$ cat src/rtl/ripple_carry_adder.sv
// ripple_carry_adder: registered unsigned adder built from a chain of one-bit full-adder cells.
//
// Adds two LENGTH-bit unsigned operands with no carry-in.
// Sum and carry-out are registered, so results appear one cycle after the operands.
//
// Ports:
//   clk_i   - clock; all state updates on the rising edge
//   rst_ni  - asynchronous, active-low reset; clears s_o and c_o immediately
//   a_i     - operand A, LENGTH bits, unsigned
//   b_i     - operand B, LENGTH bits, unsigned
//   s_o     - registered sum, (a_i + b_i) mod 2^LENGTH
//   c_o     - registered carry-out of bit LENGTH-1
module ripple_carry_adder #(
  parameter int unsigned LENGTH = 16
) (
  input  logic              clk_i,
  input  logic              rst_ni,
  input  logic [LENGTH-1:0] a_i,
  input  logic [LENGTH-1:0] b_i,
  output logic [LENGTH-1:0] s_o,
  output logic              c_o
);

  logic [LENGTH-1:0] s_d, s_q;
  logic              c_d, c_q;

  // Each cell keeps its own carry nets and reaches back to the previous cell by name.
  // This keeps the chain free of self-referencing vector bits.
  for (genvar i = 0; i < LENGTH; i++) begin : g_fa
    logic cin;
    logic cout;
    logic prop;

    if (i == 0) begin : g_first
      assign cin = 1'b0;
    end else begin : g_rest
      assign cin = g_fa[i-1].cout;
    end

    assign prop   = a_i[i] ^ b_i[i];
    assign s_d[i] = prop ^ cin;
    assign cout   = (a_i[i] & b_i[i]) | (cin & prop);
  end

  assign c_d = g_fa[LENGTH-1].cout;

  always_ff @(posedge clk_i or negedge rst_ni) begin
    if (!rst_ni) begin
      s_q <= '0;
      c_q <= 1'b0;
    end else begin
      s_q <= s_d;
      c_q <= c_d;
    end
  end

  assign s_o = s_q;
  assign c_o = c_q;

endmodule

$ cat config.mk
export PLATFORM = sky130hd
export DESIGN_NAME = ripple_carry_adder
export DESIGN_NICKNAME = d
export VERILOG_FILES = /design/src/rtl/ripple_carry_adder.sv
export SDC_FILE = /design/constraint.sdc
export NUM_CORES = 1
export LEC_CHECK = 0
export CAP_MARGIN = 20
export CORE_UTILIZATION = 40
export DETAILED_ROUTE_END_ITERATION = 8
export DONT_BUFFER_PORTS = 1
export SYNTH_ARGS = -nofsm -noshare
export SYNTH_HDL_FRONTEND = slang
export SYNTH_SLANG_ARGS = --single-unit
$ cat constraint.sdc
create_clock -name clk_i -period 0.8 [get_ports clk_i]
set_input_delay 0.16 -clock clk_i [delete_from_list [all_inputs] [get_ports clk_i]]
set_output_delay 0.16 -clock clk_i [all_outputs]
set_load 0.02 [all_outputs]
==> metrics.md, run 1 <==
| Metric | Value |
|---|---|
| Status | `finished, violations left` |
| Failing checks | `hold timing, setup timing` |
| Sequential share of power | `0.669` |
| Slowest CP cell | `fa_2` |
| Leakage | `0.370 nW` |
| DR WL/cell | `14.9 um` |
| CP cell instances | `ha_4 > inv_2 > fa_2 > inv_2 > fa_2 > fa_2 > fa_2 > fa_2 > fa_2 > fa_2 > fa_2 > fa_2 > fa_2 > fa_2 > fa_2 > fa_2 > fa_2 > inv_2 > fa_2 > inv_1` |
| Vias in the first global route | `396` |
| Post-synthesis xor/xnor area fraction | `0` |
| Crit path max fanout | `1` |
| Setup ws final | `-4560 ps` |
| Most frequent cells in the layout | `15 x fa_2, 14 x dfrtp_2, 7 x inv_1` |
| Area Overhead vs Synth | `19.0%` |
| Remaining DRCs | `0` |
| Share of cells above drive strength 1 | `0.735` |
| Syn_nets | `93` |
| Combinational power share | `0.111` |
| Delay of the slowest critical-path stage | `420 ps` |
| DR vias | `335` |
| Commonest non-fill, non-tap cell in the layout | `fa_2` |
| H-tree depth | `1` |
| Initial antenna violation count | `0` |
| Leading area contributor after synthesis | `dfrtp_1` |
| Setup total negative slack | `-38020 ps` |
| Util after Layout | `0.523` |
| Post-Synthesis Cells | `43` |
| CTS tree | `done` |
| GRT Resource Usage Total | `0.120` |
| Achievable Freq | `187 MHz` |
| Delay-heaviest family, CP | `adder cells` |
| Pre-CTS WS | `-4900 ps` |
| # setup viols final | `32` |
| Critical Path RT | `1020 ps` |
| Worst EP arrival | `5580 ps` |
| Crit. End Element | `flop` |
| Grt ovf | `0` |
| Largest net degree at the start of global routing | `18` |
| Initial core utilization | `0.440` |
| Nets | `100` |
| Sw Share | `0.313` |
| Fin crit share | `6.69` |
| Top post-synthesis cells by area | `dfrtp_1 55%, fa_1 39%, inv_1 4.8%` |
| Most common cell on crit path | `fa_2` |
| Pwr Density | `2130 mW/mm^2` |
| Actual slew at the worst max-slew pin | `719 ps` |
| Final Max Slew Viols | `0` |
| Mux cell area share after synthesis | `0` |
| DIE AREA | `0.00212 sq mm` |
| WHS | `-5.45 ps` |
| TritonCTS buffer count | `3` |
| Synth Area per Inst | `18.0 sq um` |
| Distinct cells, synth | `4` |
| Unrepaired setup endpoints after global routing | `true` |
| Crit Path Class | `primary input to flop` |
| Total wire length | `1100 um` |
| DIE WIDTH | `46.0 um` |
| Final Power | `1.97 mW` |
| Crit path time final | `5360 ps` |
| Area share of the largest cell type after synthesis | `0.548` |
| Final hold viol count | `17` |
| Buffers & Inverters on Critical Path | `4` |
| FF+latch count, synth | `17` |
| Final GP Congestion | `0.654` |
| Die Ht | `46.0 um` |
| Largest family of logic cells by synthesized area | `adder cells` |
| HPWL Detailed | `980 um` |
| Int Power | `1.35 mW` |
| Post-synthesis simple-gate area fraction | `0` |
| Clock group share of total power | `0.220` |
| HP Class | `primary input to asynchronous set/reset pin` |
| Antenna viol nets, final | `0` |
| Switching Power | `0.615 mW` |
| Synthesis Warnings | `0` |
| Complex-gate fraction of the synthesized area | `0` |
| Worst setup SP type | `primary input` |
| Root buffer cell | `clkbuf_4` |
| Filler instances | `167` |
| DRC violation total after the first TritonRoute iteration | `1` |
| Clk pin slew, worst setup/hold paths | `90 ps` |
| Post-synthesis adder-cell area fraction | `0.403` |
| Port-buffer cells | `0` |
| Post-synthesis sequential area ratio | `0.548` |
| Drt pass-1 iters | `2` |
| Rel. slew slack | `0.521` |
| Antenna cells | `0` |
| Core Footprint | `0.00176 sq mm` |
| Clk sinks | `17` |
| Post-CTS setup buffers | `0` |
| Top Ports | `51` |
| Placement Rows | `15` |
| Routed vias/inst | `4.53` |
| First-pass GRT wire length | `1630 um` |
| Max cap viols | `0` |
| Clock Tree Buf Depth | `2` |
| Synth Cell Area | `776 sq um` |
| Peak supply drop | `943 uV` |
[flip-flops by register name (all words and copies together) (netlist names)]
register and cells:
s_o 16, c_o 1
[kinds of logic (layout without fill, tap and decap cells)]
logic type                 after synthesis  in the layout
DFF                                     17             17
adders and majority gates               16             16
buffers and inverters                   10             16
[routing by layer]
metal,wire length [um],GRT usage
met5,0,0
met3,152,0.0437
met1,310,0.117
met4,0,0.0882
met2,637,0.206
[cells in the mapped netlist]
master,count
dfrtp_1,17
fa_1,15
inv_1,10
ha_1,1
[how the worst max path moves through the flow]
stage,start,end,slack [ps],cells past startpoint
final,a_i[0],s_o[15],-4560,20
after global routing,a_i[0],s_o[15],-4660,20
after floorplan,a_i[0],s_o[15],-4750,20
after detailed placement,a_i[0],s_o[15],-4900,20
after global placement,a_i[0],s_o[15],-4830,20
after CTS,a_i[0],s_o[15],-4570,20
[area by class of cell]
| type | instances | area, sq um | share of cell area |
|---|---|---|---|
| Multi-Input combinational cell | 16 | 363 | 0.393 |
| Tap cell | 25 | 31.3 | 0.0339 |
| Sequential cell | 17 | 443 | 0.480 |
| Timing Repair Buffer | 2 | 22.5 | 0.0244 |
| Clock buffer | 4 | 26.3 | 0.0285 |
| Inverter | 10 | 37.5 | 0.0407 |
[metrics by stage]
stage	cell area [sq um]	cells
floorplan	826	43
global placement	857	68
detailed placement	857	68
CTS	912	74
global route	923	74
finish	923	74
[timing repair]
action                                 4_1_cts  5_1_grt
hold buffers                                 2        0
resized for setup                            7        8
setup endpoints to repair                   32       49
endpoints found under the hold margin       18        0
pin swaps                                    1        0
[power groups by stage]
stage               Combinational (mW)  Sequential, mW  Clock, mW
floorplan                        0.155            1.29          0
global route                     0.272            1.33      0.498
detailed placement               0.205            1.31          0
CTS                              0.230            1.31      0.455
finish                           0.219            1.31      0.432
global placement                 0.187            1.31          0
(Power assumes the default switching activity.)
==> run 2: changes to the inputs <==
- RECOVER_POWER: default -> 25
==> run 2 against run 1 <==
Against the previous run: the flow still finishes with violations (hold timing, setup timing); final cell count unchanged; clock power is essentially flat; die area did not move; clock-buffer cell count is the same; hold slack worse by 37 ps; flip-flop and latch count stayed put; maximum frequency hardly changed; sequential power is essentially flat; wire length unchanged; sequential share of layout area increased by 0.46 points; core utilization is 0.50 points lower; critical endpoint unchanged; highest routed layer unchanged.
==> metrics.md, run 2 (synthesized netlist as in run 1, its figures left out) <==
| Metric | Value |
|---|---|
| Share of cells above drive strength 1 | `0.735 (unchanged)` |
| Worst EP arrival | `5580 ps (about the same)` |
| Pwr Density | `2150 mW/mm^2 (+0.77%)` |
| Crit path max fanout | `1 (unchanged)` |
| Final Max Slew Viols | `0 (unchanged)` |
| Design area | `915 sq um (-0.95%)` |
| Initial antenna violation count | `0 (unchanged)` |
| Remaining DRCs | `0 (unchanged)` |
| Routed vias/inst | `4.53 (unchanged)` |
| Crit. End Element | `flop` |
| Placement Rows | `15 (unchanged)` |
| Peak supply drop | `943 uV (about the same)` |
| Vias in the first global route | `396 (unchanged)` |
| Worst setup SP type | `primary input` |
| Status | `finished, violations left` |
| WHS | `-42.3 ps (-36.8 ps)` |
| Commonest non-fill, non-tap cell in the layout | `fa_2` |
| Die Ht | `46.0 um (unchanged)` |
| Antenna viol nets, final | `0 (unchanged)` |
| Crit Path Class | `primary input to flop` |
| HPWL Detailed | `980 um (unchanged)` |
| Total wire length | `1100 um (unchanged)` |
| Root buffer cell | `clkbuf_4` |
| First-pass GRT wire length | `1630 um (unchanged)` |
| Achievable Freq | `187 MHz (about the same)` |
| Rel. slew slack | `0.433 (-0.0882)` |
| Failing checks | `hold timing, setup timing` |
| Actual slew at the worst max-slew pin | `851 ps (+132 ps)` |
| TritonCTS buffer count | `3 (unchanged)` |
| Setup total negative slack | `-38020 ps (+1.40 ps)` |
| DR vias | `335 (unchanged)` |
| Pre-CTS WS | `-4900 ps (unchanged)` |
| Crit path time final | `5360 ps (+0.350 ps)` |
| Max reg flops | `16 (unchanged)` |
| CTS tree | `done` |
| Clock Tree Buf Depth | `2 (unchanged)` |
| Nets | `100 (unchanged)` |
| Multi-input gate area | `363 sq um (unchanged)` |
| HP Class | `primary input to asynchronous set/reset pin` |
| Final hold viol count | `17 (unchanged)` |
| DIE AREA | `0.00212 sq mm (unchanged)` |
| Grt ovf | `0 (unchanged)` |
| DRC violation total after the first TritonRoute iteration | `1 (unchanged)` |
| Area after DPL | `857 sq um (unchanged)` |
| Sequential standard cell area | `443 sq um (unchanged)` |
| Clk sinks | `17 (unchanged)` |
| DIE WIDTH | `46.0 um (unchanged)` |
| Unrepaired setup endpoints after global routing | `true` |
| H-tree depth | `1 (unchanged)` |
| Core Footprint | `0.00176 sq mm (unchanged)` |
| # setup viols final | `32 (unchanged)` |
| Area Overhead vs Synth | `17.9%` |
| Top Ports | `51 (unchanged)` |
| Max cap viols | `0 (unchanged)` |
| Setup ws final | `-4560 ps (-0.350 ps)` |
| Antenna cells | `0 (unchanged)` |
| Clk pin slew, worst setup/hold paths | `90 ps (about the same)` |
| Filler instances | `170 (+1.8%)` |
| DR WL/cell | `14.9 um (unchanged)` |
| Critical Path RT | `1020 ps (about the same)` |
| Port-buffer cells | `0 (unchanged)` |
| Final GP Congestion | `0.654 (unchanged)` |
| Largest net degree at the start of global routing | `18 (unchanged)` |
| Initial core utilization | `0.440 (unchanged)` |
| Drt pass-1 iters | `2 (unchanged)` |
| GRT Resource Usage Total | `0.120 (unchanged)` |
| Fin crit share | `6.69 (about the same)` |
| Most frequent cells in the layout | `15 x fa_2, 14 x dfrtp_2, 7 x inv_1` |
| Post-CTS setup buffers | `0 (unchanged)` |
| Leakage | `0.359 nW (-3.2%)` |
-- run 2: per-layer routing --
layer	vias up	part of all wire	GRT usage	wire [um]
met5	-	0	0	0
met4	0	0	0.0882	0
met2	30	0.58	0.206	637
met1	174	0.28	0.117	310
li1	131	-	-	-
met3	0	0.14	0.0437	152
-- run 2: per-stage QoR --
| step | cells | total power [mW] | utilization |
|---|---|---|---|
| 2_1_floorplan | 43 | 1.44 | - |
| 3_3_place_gp | 68 | 1.50 | 0.486 |
| 3_5_place_dp | 68 | 1.52 | 0.486 |
| 4_1_cts | 74 | 1.99 | 0.517 |
| 5_1_grt | 74 | 2.10 | 0.518 |
| 6_report | 74 | 1.96 | 0.518 |
-- run 2: power by group --
part           internal [mW]  total, mW  leakage [nW]  switching [mW]
Combinational          0.110      0.216         0.159           0.106
Sequential              1.04       1.31         0.184           0.270
Clock                  0.193      0.431        0.0150           0.238
Total                   1.35       1.96         0.359           0.614
-- run 2: path summary, 6_finish.rpt --
check | start | to | depth (start not counted)
max | a_i[0] | s_o[15] | 20
min in group clk_i | b_i[10] | s_o[10] | 1
max in group asynchronous | rst_ni | s_o[3] | 1
min | rst_ni | s_o[8] | 1
-- run 2: critical path: stages --
cell and delay, ps:
ha_4 130, inv_2 40, fa_2 180, inv_2 40, fa_2 330, fa_2 350
fa_2 340, fa_2 350, fa_2 350, fa_2 340, fa_2 350, fa_2 340
fa_2 350, fa_2 350, fa_2 350, fa_2 350, fa_2 340, inv_2 60
fa_2 420, inv_1 60
-- run 2: final cells by class --
| cell class | count | share of cell area |
|---|---|---|
| inverter | 10 | 0.0410 |
| sequential | 17 | 0.484 |
| clock buffer | 4 | 0.0287 |
| tap | 25 | 0.0342 |
| timing repair buffer | 2 | 0.0150 |
| multi-input combinational | 16 | 0.397 |
-- run 2: what timing repair did --
action	4_1_cts	5_1_grt
resized for setup	7	8
hold endpoints to repair	18	0
hold buffers	2	0
setup endpoints to repair	32	49
pin swaps	1	0
==> run 3: changes to the inputs <==
- CORE_AREA: default -> 2 2 39 41
- CORE_UTILIZATION: 40 -> default
- DIE_AREA: default -> 0 0 41 43
- PLACE_DENSITY: default -> 0.74
==> run 3 against run 2 <==
Against the previous run: the run still ends with hold timing, setup timing left; sequential power about the same; clock-buffer cell count unchanged; via count decreased by 0.60%; non-clock buffer count unchanged; global-route usage increased by 2.4 points; wire length decreased by 3.5%; die area decreased by 17%; final area decreased by 1.1%; first-iteration DRC count unchanged; hold slack improved by 3.2 ps; worst setup slack got worse by 12 ps; critical endpoint unchanged; highest routed layer unchanged.
==> metrics.md, run 3 (synthesized netlist as in run 1, its figures left out) <==
| Metric | Value |
|---|---|
| WHS | `-39.1 ps (+3.23 ps)` |
| Int Power | `1.36 mW (+0.70%)` |
| Clock Tree Buf Depth | `2 (unchanged)` |
| Placement Rows | `14 (-1)` |
| Leakage | `0.357 nW (-0.58%)` |
| Initial core utilization | `0.561 (+0.121)` |
| Final Power | `1.96 mW (+0.14%)` |
| Area after DPL | `846 sq um (-1.3%)` |
| Fin crit share | `6.71 (+0.0145)` |
| Sw Share | `0.309 (-0.00386)` |
| Achievable Freq | `186 MHz (-0.22%)` |
| Critical Path RT | `1020 ps (about the same)` |
| Actual slew at the worst max-slew pin | `839 ps (-12.1 ps)` |
| Slowest CP cell | `fa_2` |
| Design area | `905 sq um (-1.1%)` |
| Delay of the slowest critical-path stage | `420 ps (about the same)` |
| Final GP Congestion | `0.558 (-15%)` |
| Combinational power share | `0.117 (+0.007)` |
| Pre-CTS WS | `-4880 ps (+21.7 ps)` |
| Largest net degree at the start of global routing | `18 (unchanged)` |
| Setup total negative slack | `-38260 ps (-236 ps)` |
| Peak supply drop | `1310 uV (+39%)` |
| CTS tree | `done` |
| Crit path max fanout | `1 (unchanged)` |
| Worst EP arrival | `5580 ps (about the same)` |
| CP cell instances | `ha_4 > inv_2 > fa_2 > inv_2 > fa_2 > fa_2 > fa_2 > fa_2 > fa_2 > fa_2 > fa_2 > fa_2 > fa_2 > fa_2 > fa_2 > fa_2 > fa_2 > inv_2 > fa_2 > inv_1` |
| Worst setup SP type | `primary input` |
| Share of cells above drive strength 1 | `0.776 (+0.0408)` |
| DRC violation total after the first TritonRoute iteration | `1 (unchanged)` |
| DR WL/cell | `16.3 um (+9.8%)` |
| Switching Power | `0.607 mW (-1.1%)` |
| Vias in the first global route | `415 (+4.8%)` |
| Unrepaired setup endpoints after global routing | `true` |
| Total wire length | `1060 um (-3.5%)` |
| Most frequent cells in the layout | `15 x fa_2, 15 x dfrtp_2, 6 x inv_1, 4 x inv_2, 3 x clkbuf_4` |
| Routed vias/inst | `5.12 (+13%)` |
| Antenna cells | `0 (unchanged)` |
| First-pass GRT wire length | `1660 um (+1.7%)` |
| Clk sinks | `17 (unchanged)` |
| H-tree depth | `1 (unchanged)` |
| Remaining DRCs | `0 (unchanged)` |
| Core Footprint | `0.00138 sq mm (-22%)` |
| Most common cell on crit path | `fa_2` |
| DIE AREA | `0.00176 sq mm (-17%)` |
| Max cap viols | `0 (unchanged)` |
| Initial antenna violation count | `0 (unchanged)` |
| DIE WIDTH | `41 um (-11%)` |
| Max reg flops | `16 (unchanged)` |
| TritonCTS buffer count | `3 (unchanged)` |
| Final hold viol count | `17 (unchanged)` |
| Drt pass-1 iters | `2 (unchanged)` |
| Antenna viol nets, final | `0 (unchanged)` |
| Crit. End Element | `flop` |
| Grt ovf | `0 (unchanged)` |
| # setup viols final | `32 (unchanged)` |
| Clk pin slew, worst setup/hold paths | `90 ps (about the same)` |
| Failing checks | `hold timing, setup timing` |
| Final Max Slew Viols | `0 (unchanged)` |
| Crit path time final | `5370 ps (+11.6 ps)` |
| Top Ports | `51 (unchanged)` |
| Rel. slew slack | `0.441 (+0.00808)` |
| Status | `finished, violations left` |
| Clock group share of total power | `0.212 (-0.008)` |
| Crit Path Class | `primary input to flop` |
| Area Overhead vs Synth | `16.6%` |
| Sequential share of power | `0.672 (+0.002)` |
| HP Class | `primary input to asynchronous set/reset pin` |
| Nets | `100 (unchanged)` |
| Root buffer cell | `clkbuf_4` |
| Port-buffer cells | `0 (unchanged)` |
| GRT Resource Usage Total | `0.144 (+0.0239)` |
| DR vias | `333 (-0.60%)` |
| Pwr Density | `2170 mW/mm^2 (+1.2%)` |
| Die Ht | `43 um (-6.6%)` |
| Util after Layout | `0.654 (+0.135)` |
| Setup ws final | `-4570 ps (-11.6 ps)` |
run 3: cell count changes in the layout (fill, tap and decap cells not counted):
cell,change
inv_2,+1
dfrtp_1,-1
dfrtp_2,+1
inv_1,-1
run 3: metrics by stage:
step	cells	hold slack, ps
6_report	65	-39.1
5_1_grt	65	12.4
2_1_floorplan	43	-136
3_5_place_dp	59	-135
3_3_place_gp	59	-135
4_1_cts	64	5.89
run 3: power groups by stage:
stage | registers, mW | logic [mW] | clock network [mW]
2_1_floorplan | 1.29 | 0.155 | 0
6_report | 1.32 | 0.229 | 0.416
3_5_place_dp | 1.31 | 0.213 | 0
4_1_cts | 1.31 | 0.235 | 0.431
5_1_grt | 1.34 | 0.296 | 0.495
3_3_place_gp | 1.31 | 0.182 | 0
run 3: critical path, delay by kind of cell:
kind / cells / cell delay, ps
buf+inv: 4 / 210
fa+ha+maj: 16 / 5220
run 3: layout make-up:
| cell class | count | area (sq um) |
|---|---|---|
| clock buffer | 4 | 26.3 |
| fill | 96 | 479 |
| inverter | 10 | 37.5 |
| multi-input combinational | 16 | 363 |
| sequential | 17 | 444 |
| tap | 16 | 20.0 |
| timing repair buffer | 2 | 13.8 |
run 3: timing repair:
action | 4_1_cts | 5_1_grt
endpoints found under the setup margin | 32 | 49
endpoints found under the hold margin | 17 | 1
cloned | 0 | 0
resized for setup | 9 | 8
pin swaps | 0 | 0
hold buffers | 1 | 1
setup buffers | 0 | 0
run 3: worst max path at each step:
| stage | depth (start not counted) | from | slack (ps) | endpoint |
|---|---|---|---|---|
| floorplan | 20 | a_i[0] | -4750 | s_o[15] |
| global placement | 20 | a_i[0] | -4820 | s_o[15] |
| detailed placement | 20 | a_i[0] | -4880 | s_o[15] |
| CTS | 20 | a_i[0] | -4580 | s_o[15] |
| global route | 20 | a_i[0] | -4700 | s_o[15] |
| finish | 20 | a_i[0] | -4570 | s_o[15] |
run 3: metal layers:
layer | global-route usage | part of all wire | up-vias
met3 | 0.0576 | 0.13 | 0
met2 | 0.247 | 0.54 | 32
li1 | - | - | 134
met1 | 0.167 | 0.32 | 167
met5 | 0 | 0 | -
met4 | 0.0200 | 0 | 0
